### src/rtl/caliptra_prim_sec_arb_pkg.sv
// rtl/caliptra_prim_sec_arb_pkg.sv - state encodings and legality check for the hardened rr arbiter
package caliptra_prim_sec_arb_pkg;

  localparam int StateW = 5;

  // Pairwise Hamming distance >= 3 so a single upset can never land on another legal code.
  localparam logic [StateW-1:0] IdleEnc  = 5'b01101;
  localparam logic [StateW-1:0] BusyEnc  = 5'b10011;
  localparam logic [StateW-1:0] ErrorEnc = 5'b11110;

  typedef enum logic [StateW-1:0] {
    StIdle  = IdleEnc,
    StBusy  = BusyEnc,
    StError = ErrorEnc
  } arb_state_e;

  function automatic logic state_is_legal(input logic [StateW-1:0] s);
    return (s == StIdle) || (s == StBusy) || (s == StError);
  endfunction

endpackage

### src/rtl/caliptra_prim_rr_pick.sv
// rtl/caliptra_prim_rr_pick.sv - first set request scanning upward from a rotating pointer
module caliptra_prim_rr_pick #(
  parameter int N    = 4,
  parameter int IdxW = $clog2(N)
) (
  input  logic [N-1:0]    req,
  input  logic [IdxW-1:0] ptr,
  output logic [IdxW-1:0] idx,
  output logic [N-1:0]    onehot,
  output logic            any
);

  int k;

  always_comb begin
    idx = '0;
    k   = 0;
    any = |req;
    // Walk offsets from farthest to nearest so the nearest set bit is the last one written.
    for (int i = N - 1; i >= 0; i--) begin
      k = int'(ptr) + i;
      if (k >= N) k = k - N;
      if (req[k]) idx = k[IdxW-1:0];
    end
    onehot = any ? (N'(1) << idx) : '0;
  end

endmodule

### src/rtl/caliptra_prim_sec_anchor_buf.sv
// rtl/caliptra_prim_sec_anchor_buf.sv - opaque buffer that keeps hardened flops from being merged
module caliptra_prim_sec_anchor_buf #(
  parameter int Width = 1
) (
  input  logic [Width-1:0] in_i,
  output logic [Width-1:0] out_o
);

  assign out_o = in_i;

endmodule

### src/rtl/caliptra_prim_sec_rr_arb.sv
// rtl/caliptra_prim_sec_rr_arb.sv - hardened round-robin arbiter with sparse FSM and sticky fault
module caliptra_prim_sec_rr_arb
  import caliptra_prim_sec_arb_pkg::*;
#(
  parameter int N    = 4,
  parameter int DW   = 32,
  parameter int IdxW = $clog2(N)
) (
  input  logic            clk_i,
  input  logic            rst_ni,
  input  logic [N-1:0]    req_i,
  input  logic [N*DW-1:0] data_i,
  output logic [N-1:0]    gnt_o,
  output logic            valid_o,
  output logic [DW-1:0]   data_o,
  output logic [IdxW-1:0] idx_o,
  input  logic            ready_i,
  output logic            err_o
);

  localparam logic [IdxW-1:0] LastIdx = IdxW'(N - 1);

  logic [StateW-1:0] state_raw_q;
  logic [StateW-1:0] state_q;
  logic [IdxW-1:0]   rr_ptr_q;
  logic [IdxW-1:0]   winner_q;
  logic [N-1:0]      winner_oh_q;

  logic [IdxW-1:0]   pick_idx;
  logic [N-1:0]      pick_oh;
  logic              pick_any;
  logic              fault;
  logic              busy;

  caliptra_prim_sec_anchor_buf #(
    .Width(StateW)
  ) u_state_anchor (
    .in_i (state_raw_q),
    .out_o(state_q)
  );

  caliptra_prim_rr_pick #(
    .N   (N),
    .IdxW(IdxW)
  ) u_pick (
    .req   (req_i),
    .ptr   (rr_ptr_q),
    .idx   (pick_idx),
    .onehot(pick_oh),
    .any   (pick_any)
  );

  assign fault = !state_is_legal(state_q) ||
                 ((state_q == StBusy) && (winner_oh_q != (N'(1) << winner_q)));

  // A detected fault masks the Busy outputs in the same cycle it is seen.
  assign busy    = (state_q == StBusy) && !fault;
  assign valid_o = busy;
  assign idx_o   = busy ? winner_q : '0;
  assign data_o  = busy ? data_i[int'(winner_q)*DW +: DW] : '0;
  assign gnt_o   = (busy && ready_i) ? winner_oh_q : '0;
  assign err_o   = fault || (state_q == StError);

  always_ff @(posedge clk_i) begin
    if (!rst_ni) begin
      state_raw_q <= StIdle;
      rr_ptr_q    <= '0;
      winner_q    <= '0;
      winner_oh_q <= '0;
    end else if (fault) begin
      state_raw_q <= StError;
    end else begin
      case (state_q)
        StIdle: begin
          if (pick_any) begin
            winner_q    <= pick_idx;
            winner_oh_q <= pick_oh;
            state_raw_q <= StBusy;
          end
        end
        StBusy: begin
          if (ready_i) begin
            rr_ptr_q    <= (winner_q == LastIdx) ? '0 : winner_q + IdxW'(1);
            state_raw_q <= StIdle;
          end else if (!req_i[winner_q]) begin
            state_raw_q <= StIdle;
          end
        end
        StError: state_raw_q <= StError;
        default: state_raw_q <= StError;
      endcase
    end
  end

endmodule

### config.mk
export PLATFORM = sky130hd
export DESIGN_NAME = caliptra_prim_sec_rr_arb
export DESIGN_NICKNAME = d
export VERILOG_FILES = /design/src/rtl/caliptra_prim_sec_arb_pkg.sv /design/src/rtl/caliptra_prim_rr_pick.sv /design/src/rtl/caliptra_prim_sec_anchor_buf.sv /design/src/rtl/caliptra_prim_sec_rr_arb.sv
export SDC_FILE = /design/constraint.sdc
export NUM_CORES = 1
export LEC_CHECK = 0
export CAP_MARGIN = 20
export CORE_ASPECT_RATIO = 1.1
export CORE_MARGIN = 4
export CORE_UTILIZATION = 27
export CTS_CLUSTER_SIZE = 28
export DETAILED_ROUTE_END_ITERATION = 8
export PLACE_DENSITY = 0.85
export SLEW_MARGIN = 0
export SYNTH_ARGS = -nofsm -noshare
export SYNTH_HDL_FRONTEND = slang
export SYNTH_SLANG_ARGS = --single-unit
export TNS_END_PERCENT = 30
### constraint.sdc
create_clock -name clk_i -period 2.3 [get_ports clk_i]
set_input_delay 0.345 -clock clk_i [delete_from_list [all_inputs] [get_ports clk_i]]
set_output_delay 0.345 -clock clk_i [all_outputs]
set_load 0.02 [all_outputs]
==> impl_metrics.py <==
metrics = {
    "detailed_routing": {
        "wl_met3_um": 752,
        "wl_met1_mm": 3.15,
        "ant_nets": 0,
        "wirelength_mm": 8.87,
        "wl_met2_mm": 4.66,
        "highest_layer": "met4",
        "viasPerCell": 5.24,
        "drt_iter0_markers": 72,
        "wl_per_cell_um": 20.7,
        "drc": 0,
        "vias": 2246,
        "firstDrtPassIters": 4,
    },
    "grt": {
        "antenna_found_initial": 0,
        "grt_remaining_overflow": 0,
        "grt_pass1_vias": 2415,
        "grt_max_degree": 26,
        "track_usage_pct": 22.1,
        "grt_pass1_wl_mm": 13.4,
    },
    "worst_setup_path": {
        "crit_chain": "inv_1 -> ha_1 -> xnor2_2 -> and4_4 -> buf_4 -> and3_1 -> clkdlybuf4s15_2",
        "max_stage_delay_ns": 0.37,
        "worstPathMaxFanout": 9,
        "start_kind": "register",
        "worstReg2RegEnd": "state_raw_q[2]",
        "cp-end-kind": "output pin",
        "reg2reg_depth": 7,
        "critical_path_class": "reg -> out",
        "r2r-start": "winner_q[0]",
        "endpoint": "data_o[3]",
        "critPathLaunch": "winner_q[0]",
        "required_ns": 1.96,
        "critPathArrivalTime_ns": 1.94,
        "rrSetupSlack_ns": 0.50,
        "slowest_stage": "dfxtp_4",
    },
    "yosys": {
        "netlist_instances": 166,
        "yosysUniqueCellTypes": 38,
        "netlist_area_um2": 1730,
        "synth_edf_count": 0,
        "syn-num-nets": 305,
        "postSynthRegisterBits": 11,
        "yosysSeqAreaShare_pct": 12.8,
        "synth_warnings": 0,
        "synth_flop_cell": "dfxtp_1",
        "async_flop_share_pct": 0,
        "synth_area_per_cell_um2": 10.4,
    },
    "layout": {
        "diodes": 0,
        "nNetsFinal": 489,
        "area_growth_pct": 108,
        "final_cell_mix": "clkdlybuf4s50_1 (134), buf_2 (34), mux4_2 (33)",
        "layout_commonest_cell": "clkdlybuf4s50_1",
        "drive_gt1_share_pct": 35.2,
    },
    "floorplan": {
        "rows": 30,
        "start_util_pct": 27.9,
        "die_w_um": 84.2,
        "core_um2": 6190,
        "dieArea_um2": 7730,
        "ios": 175,
        "die_y_um": 91.8,
    },
    "timing": {
        "hold_viol": 0,
        "final.setup.tns_ns": 0,
        "fin_crit_ns": 2.28,
        "maxSlewViolCount": 0,
        "relSlewSlack_pct": 75.3,
        "rsz0062_at_grt": "yes",
        "worst_pin_slew_ns": 0.370,
        "skew_ns": 0.00183,
        "period_share_pct": 99.3,
        "fmax_mhz": 438,
        "setup_viol": 0,
    },
    "clock_tree": {
        "path_clk_slew_ns": 0.05,
        "numCtsBuffers": 3,
        "htree_levels": 1,
        "clkLatencyLatePin_ns": 0.24,
        "ctsRootBufferMaster": "clkbuf_8",
        "clock_sinks": 11,
        "clockBufferDepth": 2,
        "cts_tree": "done",
    },
    "outcome": {
        "outcome": "complete, no violations",
    },
    "power_and_ir_drop": {
        "power_density_nw_per_um2": 257,
        "fin_total_pwr_mw": 0.921,
        "power.leakage_nw": 1.52,
        "ir_drop_v": 0.000269,
    },
    "placement": {
        "dp_hpwl_mm": 7.44,
        "place.gp.congestion": 0.895,
        "io_buffers": 174,
    },
    "min_path": {
        "hold_class": "reg -> reg",
    },
    "job": {
        "maxCapViolations": 0,
    },
}
layout make-up:
| class | count | area (µm²) |
|---|---|---|
| flip-flops and latches | 11 | 228 |
| repair buffers | 195 | 1750 |
| inverters | 7 | 28.8 |
| fillers | 556 | 2610 |
| well taps | 80 | 100 |
| clock buffers | 4 | 45.0 |
| multi-input cells | 132 | 1440 |
worst min-delay path by stage:
| stage | from | to | cells after the start |
|---|---|---|---|
| finish | rr_ptr_q[0] | rr_ptr_q[0] | 2 |
| global route | rr_ptr_q[0] | rr_ptr_q[0] | 2 |
| CTS | rr_ptr_q[0] | rr_ptr_q[0] | 2 |
| detailed placement | rr_ptr_q[0] | rr_ptr_q[0] | 2 |
| global placement | winner_oh_q[2] | winner_oh_q[2] | 2 |
| floorplan | winner_oh_q[0] | winner_oh_q[0] | 2 |
through the flow:
stage	instances	cell area (µm²)	hold WS [ns]	setup WS [ns]	util [%]
final	429	3590	0.522	0.0151	57.9
after global routing	429	3590	0.556	-0.0708	57.9
after CTS	429	3740	0.524	0.000357	60.4
after detailed placement	424	3690	0.507	-0.308	59.6
after global placement	424	3690	0.510	-0.211	59.6
after floorplan	166	1750	0.471	-0.00697	-
critical path, delay by kind of cell, from the launching register on:
kind | cells | cell delay, ns
simple gates | 2 | 0.44
flops | 1 | 0.37
fa+ha+maj | 1 | 0.23
buf+inv | 3 | 0.50
xor+xnor | 1 | 0.16
logic make-up after synthesis:
family / after synthesis / synth area share [%]
compound gates: 21 / 8.77
xor+xnor: 5 / 2.54
fa+ha+maj: 4 / 2.90
buf+inv: 23 / 6.67
flops: 11 / 12.8
mux: 33 / 43.1
simple gates: 69 / 23.3
state kept, by name, indices dropped and copies added (netlist names):
register and flops:
state_raw_q 3, rr_ptr_q 2, winner_q 2, winner_oh_q 4
per-layer routing:
layer	track usage, %	up-vias
met2	40.6	113
met3	6.11	20
met4	7.77	0
met5	0	-
li1	-	1038
met1	24.1	1075
power breakdown:
| group | total, mW | internal (mW) | switching, mW | leakage [nW] |
|---|---|---|---|---|
| sequential | 0.210 | 0.199 | 0.0113 | 0.0914 |
| clock | 0.195 | 0.122 | 0.0728 | 0.0228 |
| combinational | 0.517 | 0.354 | 0.163 | 1.40 |
repair_timing:
item                       4_1_cts  5_1_grt
buffers inserted                 1        0
gates resized for setup        137       35
pin swaps                        2        1
hold buffers                     0        0
setup endpoints to repair       40       40
synthesized netlist by cell type (4+ instances only):
library cell  number  area (µm²)
o32ai_1            4        35.0
xnor2_1            4        35.0
nor2_1             7        26.3
clkbuf_1           7        26.3
nand2_1            8        30.0
a21oi_1            6        30.0
ha_1               4        50.1
mux4_2            33         743
inv_1              7        26.3
dfxtp_1           11         220
and3_1            36         225
Power figures use the tool's default switching activity.
